`src/rtl/palt_nios_sys_nios_oci_dct_ctrl.sv`:
```
// Nios OCI data-capture-trace packing sequencer.
// Packs 3-bit trace frames into a 30-bit word, hands full (or timed-out /
// flushed partial) words to trace memory through one valid/ready holding
// register, and runs the end-of-test flush.
//
// state    | meaning
// ---------+----------------------------------------------------------
// ST_RUN   | normal capture; frames accepted, timeout flush active
// ST_DRAIN | end-of-test flush; no accepts, push out partial word
// ST_DONE  | flush complete; test_has_ended held until reset
module palt_nios_sys_nios_oci_dct_ctrl #(
  parameter int FRAME_W       = 3,
  parameter int DEPTH         = 10,
  parameter int FLUSH_TIMEOUT = 255
) (
  input  logic                         clk,
  input  logic                         reset_n,
  input  logic                         trc_en,
  input  logic                         trc_valid,
  input  logic [FRAME_W-1:0]           trc_frame,
  output logic                         trc_ready,
  input  logic                         flush_req,
  output logic                         tw_valid,
  output logic [4+FRAME_W*DEPTH-1:0]   tw_data,
  input  logic                         tw_ready,
  output logic [FRAME_W*DEPTH-1:0]     dct_buffer,
  output logic [3:0]                   dct_count,
  output logic                         test_ending,
  output logic                         test_has_ended
);

  localparam int CNT_W = 4;
  localparam int TO_W  = (FLUSH_TIMEOUT < 2) ? 1 : $clog2(FLUSH_TIMEOUT + 1);

  typedef enum logic [1:0] {
    ST_RUN   = 2'd0,
    ST_DRAIN = 2'd1,
    ST_DONE  = 2'd2
  } state_t;

  state_t           state_q;
  state_t           state_d;
  logic [TO_W-1:0]  to_cnt;
  logic             full;
  logic             slot_free;
  logic             to_hit;
  logic             accept;
  logic             handoff;
  logic [CNT_W-1:0] wr_slot;

  // State register.
  always_ff @(posedge clk or negedge reset_n) begin
    if (!reset_n) state_q <= ST_RUN;
    else          state_q <= state_d;
  end

  // Next state, handshake decode and status outputs.
  always_comb begin
    state_d        = state_q;
    test_ending    = 1'b0;
    test_has_ended = 1'b0;
    full      = (dct_count == CNT_W'(DEPTH));
    // The holding register can take a new word if empty or emptying this cycle,
    // which is what lets consecutive hand-offs go out back to back.
    slot_free = !tw_valid || tw_ready;
    to_hit    = (FLUSH_TIMEOUT != 0) && (to_cnt == TO_W'(FLUSH_TIMEOUT));
    trc_ready = trc_en && (state_q == ST_RUN) && !(full && tw_valid);
    accept    = trc_valid && trc_ready;
    handoff   = slot_free &&
                (full || ((dct_count != '0) && (to_hit || (state_q == ST_DRAIN))));
    // A frame arriving with a hand-off lands in slot 0 of the emptied buffer.
    wr_slot   = handoff ? '0 : dct_count;
    case (state_q)
      ST_RUN: begin
        if (flush_req) state_d = ST_DRAIN;
      end
      ST_DRAIN: begin
        test_ending = 1'b1;
        if ((dct_count == '0) && !tw_valid) state_d = ST_DONE;
      end
      ST_DONE: begin
        test_has_ended = 1'b1;
      end
      default: state_d = ST_RUN;
    endcase
  end

  // Packing buffer and occupancy; stale slots are left for the consumer to mask.
  always_ff @(posedge clk or negedge reset_n) begin
    if (!reset_n) begin
      dct_buffer <= '0;
      dct_count  <= '0;
    end else begin
      for (int k = 0; k < DEPTH; k++) begin
        if (accept && (wr_slot == CNT_W'(k)))
          dct_buffer[k*FRAME_W +: FRAME_W] <= trc_frame;
      end
      dct_count <= wr_slot + CNT_W'(accept);
    end
  end

  // Output holding register towards trace memory.
  always_ff @(posedge clk or negedge reset_n) begin
    if (!reset_n) begin
      tw_valid <= 1'b0;
      tw_data  <= '0;
    end else if (handoff) begin
      tw_valid <= 1'b1;
      tw_data  <= {dct_count, dct_buffer};
    end else if (tw_ready) begin
      tw_valid <= 1'b0;
    end
  end

  // Idle timer for partially filled buffers; saturates at the flush threshold.
  always_ff @(posedge clk or negedge reset_n) begin
    if (!reset_n) begin
      to_cnt <= '0;
    end else if (accept || handoff) begin
      to_cnt <= '0;
    end else if ((FLUSH_TIMEOUT != 0) && (state_q == ST_RUN) &&
                 (dct_count != '0) && !full && !to_hit) begin
      to_cnt <= to_cnt + 1'b1;
    end
  end

endmodule

```
`config.mk`:
```
export PLATFORM = sky130hd
export DESIGN_NAME = palt_nios_sys_nios_oci_dct_ctrl
export DESIGN_NICKNAME = d
export VERILOG_FILES = /design/src/rtl/palt_nios_sys_nios_oci_dct_ctrl.sv
export SDC_FILE = /design/constraint.sdc
export NUM_CORES = 1
export LEC_CHECK = 0
export ABC_AREA = 1
export CAP_MARGIN = 30
export CORE_ASPECT_RATIO = 1.2
export CORE_MARGIN = 10
export CORE_UTILIZATION = 40
export CTS_CLUSTER_DIAMETER = 60
export DETAILED_ROUTE_END_ITERATION = 10
export MAX_ROUTING_LAYER = met4
export PLACE_DENSITY = 0.75
export SYNTH_ARGS = -nofsm -noshare
export SYNTH_HDL_FRONTEND = slang
export SYNTH_SLANG_ARGS = --single-unit
```
`constraint.sdc`:
```
create_clock -name clk -period 1.95 [get_ports clk]
set_input_delay 0.195 -clock clk [delete_from_list [all_inputs] [get_ports clk]]
set_output_delay 0.195 -clock clk [all_outputs]
set_load 0.05 [all_outputs]
```
==> results of run 1 <==
==> cell type report <==
class                   instances  share of cell area
flip-flops and latches         79               0.414
well taps                     117              0.0306
clock buffers                  11              0.0295
repair buffers                 99               0.208
clock inverters                 4              0.0146
inverters                      36              0.0282
multi-input cells             221               0.276
==> synth_stat cells (all sizes together) <==
cell | count | area share
buf | 13 | 0.023
mux2 | 19 | 0.062
xor2 | 3 | 0.0076
nand3 | 25 | 0.051
a21oi | 2 | 0.0029
nand3b | 1 | 0.0033
nor2 | 23 | 0.037
nor3 | 1 | 0.0015
dfrtp | 79 | 0.57
inv | 36 | 0.039
ha | 3 | 0.011
nand2 | 91 | 0.099
o21ai | 35 | 0.055
nand4 | 14 | 0.025
xnor2 | 2 | 0.0051
o31ai | 1 | 0.0022
clkbuf | 1 | 0.0011
==> critical path, delay by kind of cell (launching register included) <==
| kind | cells | cell delay [ns] |
|---|---|---|
| DFF | 1 | 0.43 |
| xor gates and xnor gates | 1 | 0.12 |
| buffers and inverters | 1 | 0.04 |
| adders and majority gates | 2 | 0.38 |
| and+or+nand+nor | 5 | 0.74 |
==> registers in the layout (all words and copies together), names as in the netlist <==
name        count
tw_data        34
tw_valid        1
state_q         2
dct_buffer     30
to_cnt          8
dct_count       4
==> cell usage in the layout, fill, tap and decap left out <==
cell type                         count
sky130_fd_sc_hd__nand4_1             14
sky130_fd_sc_hd__dlygate4sd3_1        1
sky130_fd_sc_hd__buf_4               21
sky130_fd_sc_hd__nand3_1             16
sky130_fd_sc_hd__clkbuf_1             1
sky130_fd_sc_hd__nor2_2               4
sky130_fd_sc_hd__dfrtp_2              3
sky130_fd_sc_hd__nor3_1               1
sky130_fd_sc_hd__nand2_1             89
sky130_fd_sc_hd__nand3_4              3
sky130_fd_sc_hd__clkbuf_16            1
sky130_fd_sc_hd__nand2_4              1
sky130_fd_sc_hd__inv_2                2
sky130_fd_sc_hd__ha_1                 2
sky130_fd_sc_hd__clkinv_2             2
sky130_fd_sc_hd__nand3_2              7
sky130_fd_sc_hd__o31ai_1              1
sky130_fd_sc_hd__o21ai_0             29
sky130_fd_sc_hd__ha_2                 1
sky130_fd_sc_hd__a21oi_1              2
sky130_fd_sc_hd__xor2_1               3
sky130_fd_sc_hd__nand2_2              1
sky130_fd_sc_hd__o21ai_4              2
sky130_fd_sc_hd__bufinv_16            2
sky130_fd_sc_hd__mux2_2              19
sky130_fd_sc_hd__clkbuf_8            10
sky130_fd_sc_hd__xnor2_1              2
sky130_fd_sc_hd__nor2_1              12
sky130_fd_sc_hd__nor2_4               7
sky130_fd_sc_hd__buf_12               4
sky130_fd_sc_hd__o21ai_1              4
sky130_fd_sc_hd__clkdlybuf4s50_1     72
sky130_fd_sc_hd__dfrtp_1             76
sky130_fd_sc_hd__nand3b_2             1
sky130_fd_sc_hd__inv_1               34
==> layer usage <==
| metal | share of wire | global-route usage | vias to the layer above |
|---|---|---|---|
| met5 | 0 | - | - |
| li1 | - | - | 1327 |
| met4 | 0.011 | 0.0473 | 0 |
| met1 | 0.40 | 0.149 | 1330 |
| met3 | 0.058 | 0.0386 | 13 |
| met2 | 0.53 | 0.239 | 72 |
==> stage by stage <==
step / utilization / setup slack [ns] / std cells / power [W]
after floorplan: - / 0.00247 / 349 / 0.00168
after global placement: 0.523 / 0.0680 / 544 / 0.00174
after detailed placement: 0.523 / 0.0348 / 544 / 0.00174
after CTS: 0.550 / 0.00444 / 560 / 0.00304
after global routing: 0.565 / 0.00231 / 567 / 0.00313
final: 0.565 / 0.0982 / 567 / 0.00301
==> kinds of logic (layout without fill, tap and decap cells) <==
group                    after synthesis  in the layout  share of synthesized area
adder cells (fa/ha/maj)                3              3                     0.0109
buffers and inverters                 50            150                     0.0632
AO/OA/AOI/OAI                         38             38                     0.0603
AND/OR/NAND/NOR                      155            156                      0.217
flip-flops                            79             79                      0.574
multiplexers                          19             19                     0.0621
XOR/XNOR                               5              5                     0.0127
==> worst max-delay path by stage <==
stage / to / start / slack (ns) / depth (start not counted)
after floorplan: dct_count[2] / dct_count[0] / 0.002 / 9
after global routing: dct_count[2] / to_cnt[1] / 0.002 / 11
after CTS: dct_buffer[27] / to_cnt[0] / 0.004 / 11
after global placement: dct_count[2] / to_cnt[0] / 0.07 / 11
final: dct_count[2] / dct_count[0] / 0.1 / 9
after detailed placement: dct_count[2] / to_cnt[1] / 0.03 / 11
==> power groups by stage <==
stage | sequential [W] | combinational, W | clock (W)
finish | 0.00164 | 0.0000664 | 0.00131
global route | 0.00164 | 0.0000740 | 0.00142
CTS | 0.00164 | 0.0000686 | 0.00134
detailed placement | 0.00167 | 0.0000669 | 0
global placement | 0.00167 | 0.0000662 | 0
floorplan | 0.00167 | 0.00000922 | 0
==> what timing repair did <==
item,in CTS,in global routing
setup endpoints to repair,1,30
buffers inserted,0,5
hold buffers,1,0
hold endpoints to repair,31,0
pin swaps,0,3
cloned,0,2
resized for setup,2,14
==> summary.txt, run 1 <==
Status
  – Run status: completed

Power and ir drop
  – Relative contribution of the clock network to total power: 0.435
  – PD cells: 629 nW/µm²
  – Internal Pwr Total: 0.00240 W
  – Worst vdd rail ir drop: 0.415 mV
  – Reported leakage power: 2.31 nW
  – Switch Pwr: 0.000612 W
  – Sw Ratio: 0.203
  – Comb pwr share: 0.022
  – Portion of total power attributed to sequential cells: 0.543

Setup path
  – Largest stage delay, worst path: 0.43 ns
  – Internal reg-to-reg setup slack: 0.1 ns
  – Peak fanout along the critical path: 5
  – Slowest stage cell, crit path: sky130_fd_sc_hd__dfrtp_2
  – Logic depth of the worst register-to-register path: 9
  – Startpoint of the lowest-slack register-to-register path: dct_count[0]
  – Required arrival time at the worst endpoint: 2.19 ns
  – Cells along the critical path: nor2_4 -> nand3_1 -> nand3_4 -> nand3_4 -> nand2_4 -> inv_1 -> ha_1 -> ha_1 -> xnor2_1
  – Type of origin of the critical path: register
  – Type of element capturing the critical path: register
  – CP Data Arrival Time: 2.09 ns
  – WS Path Type: register to register
  – Critical R2R Capture: dct_count[2]

Finish
  – Number of fill cells: 733
  – Number of diodes: 0
  – Layout overhead on the synthesized area: 38.9%
  – Final design instance area without fill: 4790 µm²
  – # nets final: 458
  – Share of post-route cells with drive strength above 1: 0.202
  – Multi-input combinational cell area: 1320 µm²
  – Register Area: 1980 µm²

STA
  – Final-layout setup total negative slack: 0 ns
  – Worst Tran Pin Value: 0.526 ns
  – Clock period minus worst slack: 1.85 ns
  – Setup violators final: 0
  – RSZ-0062 raised after global routing: no
  – Largest clock skew in the final design: 0.00804 ns
  – Hold slack final: 0.326 ns
  – Max-slew headroom at the worst pin: 0.648
  – Final Hold Violating Endpoints: 0
  – Slew Limit Fails: 0
  – Final critical-path share of the clock period: 0.950
  – Achievable clock frequency: 540 MHz

Clock tree
  – Number of buffers created by CTS: 9
  – Largest buffer count on any clock path: 2
  – Number of sinks on the clock net: 79
  – Max H-tree Level: 3
  – Insertion delay to the later sink of the worst-skew pair: 0.35 ns
  – Clock tree from TritonCTS: yes
  – CTS Root Buffer Type: sky130_fd_sc_hd__clkbuf_8
  – Post-CTS clock slew at the launch and capture registers of the worst setup and hold paths: 0.08 ns

Routing
  – Count of nets left with antenna violations after detail routing: 0
  – DRC violation count after routing: 0
  – Vias: 2742
  – Mean routed wirelength per cell: 14.9 µm
  – 1st-iter DRT viols: 143
  – Via-to-Cell Ratio: 4.84
  – Length of the first detailed-routing pass in iterations: 4
  – Wirelength, routed: 8480 µm

Min path
  – HP Class: primary input to asynchronous set/reset pin

Global route
  – Overflow left after global routing: 0
  – Overall fraction of global-route tracks in use: 0.138
  – Via count of the first global-routing pass: 2776
  – First-pass GRT wire length: 13900 µm
  – Largest net degree at the start of global routing: 49
  – Number of antenna violations at the first check in global routing: 0

Synthesis
  – Mean instance size in the synthesized netlist: 9.88 µm²
  – Synthesized net count: 361
  – Post-synthesis sequential element count: 79
  – Register area share after synthesis: 0.574
  – Yosys synthesis warning count: 0
  – Number of distinct standard cells referenced by the synthesized netlist: 27
  – Gate count after technology mapping: 349
  – Post-Syn Area: 3450 µm²

Placement
  – Placer's final routability congestion estimate: 0.800
  – Dpl hpwl: 6210 µm
  – Post-detailed-placement cell area: 4430 µm²
  – Number of port buffers: 80

Floorplan
  – Core area: 8470 µm²
  – Cell row count: 37
  – Die X: 105 µm
  – Area enclosed by the die boundary: 12700 µm²
  – Vertical die dimension: 122 µm
  – I/O pin total: 81
  – Starting Density: 0.407

Job
  – Max-cap violations: 0
Power figures use the tool's default switching activity.
==> inputs of run 2 (changes only) <==
--- a/config.mk
+++ b/config.mk
@@ -12,8 +12,8 @@
 export CORE_UTILIZATION = 40
 export CTS_CLUSTER_DIAMETER = 60
 export DETAILED_ROUTE_END_ITERATION = 10
-export MAX_ROUTING_LAYER = met4
 export PLACE_DENSITY = 0.75
+export SLEW_MARGIN = 20
 export SYNTH_ARGS = -nofsm -noshare
 export SYNTH_HDL_FRONTEND = slang
 export SYNTH_SLANG_ARGS = --single-unit
==> summary.txt, run 2 (synthesized netlist as in run 1, its figures left out) <==
Clock tree
  – Number of buffers created by CTS: 9
  – Insertion delay to the later sink of the worst-skew pair: 0.35 ns
  – Clock tree from TritonCTS: yes
  – Largest buffer count on any clock path: 2
  – Max H-tree Level: 3
  – CTS Root Buffer Type: sky130_fd_sc_hd__clkbuf_8
  – Number of sinks on the clock net: 79
  – Post-CTS clock slew at the launch and capture registers of the worst setup and hold paths: 0.08 ns

Finish
  – Final design instance area without fill: 4790 µm²
  – Number of diodes: 0
  – Number of fill cells: 733
  – Register Area: 1980 µm²
  – # nets final: 458
  – Commonest non-fill, non-tap cell in the layout: sky130_fd_sc_hd__nand2_1
  – Share of post-route cells with drive strength above 1: 0.202
  – Flip-flop count of the largest register, all copies and words added: 34
  – Layout overhead on the synthesized area: 38.9%
  – Multi-input combinational cell area: 1320 µm²
  – Largest regs: tw_data (34), dct_buffer (30), to_cnt (8)
  – Commonest cells after routing, fill and taps aside: sky130_fd_sc_hd__nand2_1, sky130_fd_sc_hd__dfrtp_1, sky130_fd_sc_hd__clkdlybuf4s50_1
  – Largest Register: tw_data

Power and ir drop
  – Relative contribution of the clock network to total power: 0.434
  – Switch Pwr: 0.000610 W
  – Worst vdd rail ir drop: 0.419 mV
  – Total power consumption of the routed design: 0.00301 W
  – Comb pwr share: 0.022
  – Internal Pwr Total: 0.00240 W
  – Sw Ratio: 0.203
  – Portion of total power attributed to sequential cells: 0.544
  – Reported leakage power: 2.31 nW
  – PD cells: 629 nW/µm²

Placement
  – Post-detailed-placement cell area: 4430 µm²
  – Number of port buffers: 80
  – Placer's final routability congestion estimate: 0.789
  – Dpl hpwl: 6210 µm

STA
  – Setup violators final: 0
  – Worst Tran Pin Value: 0.527 ns
  – Clock period minus worst slack: 1.86 ns
  – Max-slew headroom at the worst pin: 0.648
  – Final-layout setup total negative slack: 0 ns
  – Largest clock skew in the final design: 0.00905 ns
  – Slew Limit Fails: 0
  – Final Hold Violating Endpoints: 0
  – Final critical-path share of the clock period: 0.952
  – Achievable clock frequency: 539 MHz
  – RSZ-0062 raised after global routing: no

Global route
  – Met3 layer usage reported by global route: 0.0391
  – First-pass GRT wire length: 13900 µm
  – GRT met1 Usage: 0.146
  – Overflow left after global routing: 0
  – Number of antenna violations at the first check in global routing: 0
  – Met2 track demand over resource in global routing: 0.239
  – Via count of the first global-routing pass: 2777
  – GR peak layer: met2
  – Largest net degree at the start of global routing: 49
  – Overall fraction of global-route tracks in use: 0.134

Setup path
  – Type of element capturing the critical path: register
  – Critical R2R Capture: dct_count[2]
  – Required arrival time at the worst endpoint: 2.19 ns
  – Logic depth of the worst register-to-register path: 9
  – Peak fanout along the critical path: 5
  – Source of the critical timing path: dct_count[0]
  – Type of origin of the critical path: register
  – Internal reg-to-reg setup slack: 0.09 ns
  – Startpoint of the lowest-slack register-to-register path: dct_count[0]
  – CP Data Arrival Time: 2.09 ns
  – WS Path Type: register to register

Routing
  – 1st-iter DRT viols: 147
  – Mean routed wirelength per cell: 15.0 µm
  – Count of nets left with antenna violations after detail routing: 0
  – Wirelength, routed: 8480 µm
  – DRC violation count after routing: 0
  – Vias: 2733
  – Via-to-Cell Ratio: 4.82
  – Length of the first detailed-routing pass in iterations: 4

Floorplan
  – Die X: 105 µm
  – I/O pin total: 81
  – Core area: 8470 µm²
  – Area enclosed by the die boundary: 12700 µm²
  – Vertical die dimension: 122 µm
  – Starting Density: 0.407
  – Cell row count: 37

Min path
  – HP Class: primary input to asynchronous set/reset pin

Status
  – Run status: completed

Job
  – Max-cap violations: 0
==> run 2: cell counts in the layout (fill, tap and decap cells not counted) <==
No cell type changed its count.
==> run 2: power groups by stage <==
stage / Clock (W) / Combinational [W] / Sequential, W
2_1_floorplan: 0 / 0.00000922 / 0.00167
6_report: 0.00131 / 0.0000663 / 0.00164
4_1_cts: 0.00134 / 0.0000686 / 0.00164
3_5_place_dp: 0 / 0.0000669 / 0.00167
3_3_place_gp: 0 / 0.0000662 / 0.00167
5_1_grt: 0.00141 / 0.0000740 / 0.00164
==> run 2: metal layers <==
metal | vias up | wire length (µm)
li1 | 1325 | -
met4 | 0 | 119
met5 | - | 0
met3 | 10 | 544
met2 | 73 | 4470
met1 | 1325 | 3350
==> run 2: layout make-up <==
cell class	instances	area share
Sequential cell	79	0.414
Inverter	36	0.0282
Multi-Input combinational cell	221	0.276
Timing Repair Buffer	99	0.208
Clock inverter	4	0.0146
Tap cell	117	0.0306
Clock buffer	11	0.0295
==> run 2: repair_timing <==
action | 4_1_cts | 5_1_grt
cloned | 0 | 2
buffers inserted | 0 | 5
endpoints found under the setup margin | 1 | 30
endpoints found under the hold margin | 31 | 0
gates resized for setup | 2 | 14
hold buffers | 1 | 0
pin swaps | 0 | 3
==> run 2: how the worst max path moves through the flow <==
| stage | end | slack, ns | cells past startpoint |
|---|---|---|---|
| final | dct_count[2] | 0.09 | 9 |
| after global routing | dct_count[2] | 0.002 | 11 |
| after CTS | dct_buffer[27] | 0.004 | 11 |
| after detailed placement | dct_count[2] | 0.03 | 11 |
| after global placement | dct_count[2] | 0.07 | 11 |
| after floorplan | dct_count[2] | 0.002 | 9 |
==> run 2: worst max-delay path, stage by stage, from the launching register on <==
cell and delay (ns):
sky130_fd_sc_hd__dfrtp_2 0.43, sky130_fd_sc_hd__nor2_4 0.13, sky130_fd_sc_hd__nand3_1 0.18, sky130_fd_sc_hd__nand3_4 0.16, sky130_fd_sc_hd__nand3_4 0.15, sky130_fd_sc_hd__nand2_4 0.12, sky130_fd_sc_hd__inv_1 0.04, sky130_fd_sc_hd__ha_1 0.19
sky130_fd_sc_hd__ha_1 0.19, sky130_fd_sc_hd__xnor2_1 0.12
==> run 2: stage by stage <==
stage	utilization	cells	hold slack, ns	setup slack (ns)
4_1_cts	0.550	560	0.333	0.00444
3_5_place_dp	0.523	544	0.160	0.0348
3_3_place_gp	0.523	544	0.162	0.0680
2_1_floorplan	-	349	-0.101	0.00247
6_report	0.565	567	0.325	0.0932
5_1_grt	0.565	567	0.356	0.00217
==> inputs of run 3 (changes only) <==
--- a/config.mk
+++ b/config.mk
@@ -7,9 +7,9 @@
 export LEC_CHECK = 0
 export ABC_AREA = 1
 export CAP_MARGIN = 30
-export CORE_ASPECT_RATIO = 1.2
-export CORE_MARGIN = 10
+export CORE_ASPECT_RATIO = 2
 export CORE_UTILIZATION = 40
+export CTS_BUF_LIST = sky130_fd_sc_hd__clkbuf_16
 export CTS_CLUSTER_DIAMETER = 60
 export DETAILED_ROUTE_END_ITERATION = 10
 export PLACE_DENSITY = 0.75
==> summary.txt, run 3 (synthesized netlist as in run 1, its figures left out) <==
Routing
  – 1st-iter DRT viols: 199
  – Length of the first detailed-routing pass in iterations: 4
  – Vias: 2737
  – DRC violation count after routing: 0
  – Wirelength, routed: 8020 µm
  – Mean routed wirelength per cell: 14.8 µm
  – Count of nets left with antenna violations after detail routing: 0
  – Via-to-Cell Ratio: 5.03

Power and ir drop
  – Internal Pwr Total: 0.00263 W
  – Reported leakage power: 2.34 nW
  – Relative contribution of the clock network to total power: 0.482
  – Worst vdd rail ir drop: 0.707 mV
  – Comb pwr share: 0.020
  – Sw Ratio: 0.203
  – Switch Pwr: 0.000667 W
  – PD cells: 692 nW/µm²
  – Portion of total power attributed to sequential cells: 0.498

Setup path
  – Slowest stage cell, crit path: sky130_fd_sc_hd__dfrtp_1
  – CP Data Arrival Time: 2.07 ns
  – Worst path bufs/invs: 2
  – Internal reg-to-reg setup slack: 0.13 ns
  – Peak fanout along the critical path: 24
  – Critical R2R Capture: dct_buffer[28]
  – Largest stage delay, worst path: 0.40 ns
  – Family with the most delay on the worst path: simple AND/OR/NAND/NOR gates
  – Cells along the critical path: ha_2 -> inv_1 -> nor2_4 -> nand2_2 -> nand3_2 -> nand3_4 -> buf_12 -> nand3_1 -> nor2_4 -> nand2_1 -> o21ai_0
  – WS Path Type: register to register
  – Type of origin of the critical path: register
  – Most frequent cell on the critical path: sky130_fd_sc_hd__nor2_4
  – Startpoint of the lowest-slack register-to-register path: to_cnt[0]
  – Required arrival time at the worst endpoint: 2.20 ns
  – Type of element capturing the critical path: register
  – Logic depth of the worst register-to-register path: 11

Finish
  – Flip-flop count of the largest register, all copies and words added: 34
  – Share of post-route cells with drive strength above 1: 0.177
  – # nets final: 453
  – Commonest non-fill, non-tap cell in the layout: sky130_fd_sc_hd__nand2_1
  – Number of diodes: 0
  – Layout overhead on the synthesized area: 38.0%
  – Largest Register: tw_data
  – Largest regs: tw_data (34), dct_buffer (30), to_cnt (8)
  – Commonest cells after routing, fill and taps aside: sky130_fd_sc_hd__nand2_1, sky130_fd_sc_hd__dfrtp_1, sky130_fd_sc_hd__clkdlybuf4s50_1

Job
  – Max-cap violations: 0

STA
  – Clock period minus worst slack: 1.82 ns
  – Achievable clock frequency: 551 MHz
  – Slew Limit Fails: 0
  – Setup violators final: 0
  – Max-slew headroom at the worst pin: 0.603
  – Final-layout setup total negative slack: 0 ns
  – Final worst slack: 0.135 ns
  – Final critical-path share of the clock period: 0.931
  – Final Hold Violating Endpoints: 0
  – Worst Tran Pin Value: 0.596 ns
  – Largest clock skew in the final design: 0.00543 ns

Floorplan
  – Area enclosed by the die boundary: 9020 µm²
  – Vertical die dimension: 133 µm
  – Die X: 67.6 µm
  – I/O pin total: 81
  – Cell row count: 47
  – Starting Density: 0.416
  – Core area: 8290 µm²

Global route
  – Overall fraction of global-route tracks in use: 0.203
  – First-pass GRT wire length: 13500 µm
  – Number of antenna violations at the first check in global routing: 0
  – Overflow left after global routing: 0
  – Largest net degree at the start of global routing: 46
  – Via count of the first global-routing pass: 2861

Clock tree
  – CTS Root Buffer Type: sky130_fd_sc_hd__clkbuf_16
  – Max H-tree Level: 3
  – Post-CTS clock slew at the launch and capture registers of the worst setup and hold paths: 0.06 ns
  – Number of buffers created by CTS: 9
  – Clock tree from TritonCTS: yes
  – Number of sinks on the clock net: 79
  – Insertion delay to the later sink of the worst-skew pair: 0.34 ns
  – Largest buffer count on any clock path: 2

Placement
  – Placer's final routability congestion estimate: 0.856
  – Setup slack after placement: 0.0140 ns
  – Number of port buffers: 80
  – Dpl hpwl: 5840 µm

Status
  – Run status: completed

Min path
  – HP Class: primary input to asynchronous set/reset pin
-- run 3: changes by cell type in the layout (fill, tap and decap cells not counted), moves of 3 or more --
cell / before / now
sky130_fd_sc_hd__dlymetal6s2s_1: 0 / 3
sky130_fd_sc_hd__clkbuf_8: 10 / 0
sky130_fd_sc_hd__nor2_2: 4 / 1
sky130_fd_sc_hd__clkinv_1: 0 / 3
sky130_fd_sc_hd__clkbuf_16: 1 / 9
sky130_fd_sc_hd__buf_4: 21 / 16
-- run 3: through the flow --
stage                     total power [W]  std cells  instance area (µm²)   util  hold slack (ns)
final                             0.00329        544                 4760  0.574            0.401
after global routing              0.00340        544                 4760  0.574            0.453
after CTS                         0.00332        543                 4700  0.566            0.417
after detailed placement          0.00173        526                 4410  0.531            0.235
after global placement            0.00173        526                 4410  0.531            0.234
after floorplan                   0.00168        349                 3460      -           -0.101
-- run 3: repair_timing --
action	in CTS	in global routing
endpoints found under the hold margin	43	0
hold buffers	1	0
buffers inserted	0	1
resized for setup	0	16
setup endpoints to repair	0	34
-- run 3: routing by layer --
layer	track usage	vias to the layer above	routed length, µm
met1	0.217	1326	3040
met3	0.0548	19	343
met2	0.345	74	4410
met5	0	-	0
met4	0.108	0	230
li1	-	1318	-
-- run 3: how the worst max path moves through the flow --
| stage | from | endpoint | cells after the start |
|---|---|---|---|
| global route | to_cnt[0] | to_cnt[6] | 11 |
| CTS | dct_count[1] | dct_count[1] | 2 |
| finish | to_cnt[0] | dct_buffer[28] | 11 |
| detailed placement | trc_en | dct_buffer[21] | 9 |
| floorplan | dct_count[0] | dct_count[2] | 9 |
| global placement | trc_en | dct_buffer[21] | 9 |
-- run 3: area by class of cell --
class | instances | area (µm²)
Timing Repair Buffer | 95 | 940
Clock buffer | 9 | 225
Fill cell | 720 | 3530
Inverter | 36 | 135
Clock inverter | 7 | 55.1
Multi-Input combinational cell | 220 | 1300
Sequential cell | 79 | 1980
Tap cell | 98 | 123
-- run 3: worst reg2reg max path: cells and delay by family (launching register included) --
kind | cells | cell delay (ns)
buffers and inverters | 2 | 0.28
DFF | 1 | 0.40
and+or+nand+nor | 7 | 0.76
adders and majority gates | 1 | 0.20
AOI/OAI and AO/OA | 1 | 0.10
-- run 3: power groups by stage --
| stage | Sequential, W | Combinational, W | Clock (W) |
|---|---|---|---|
| final | 0.00164 | 0.0000652 | 0.00159 |
| after global routing | 0.00164 | 0.0000726 | 0.00169 |
| after CTS | 0.00164 | 0.0000671 | 0.00162 |
| after detailed placement | 0.00167 | 0.0000649 | 0 |
| after global placement | 0.00167 | 0.0000641 | 0 |
| after floorplan | 0.00167 | 0.00000922 | 0 |
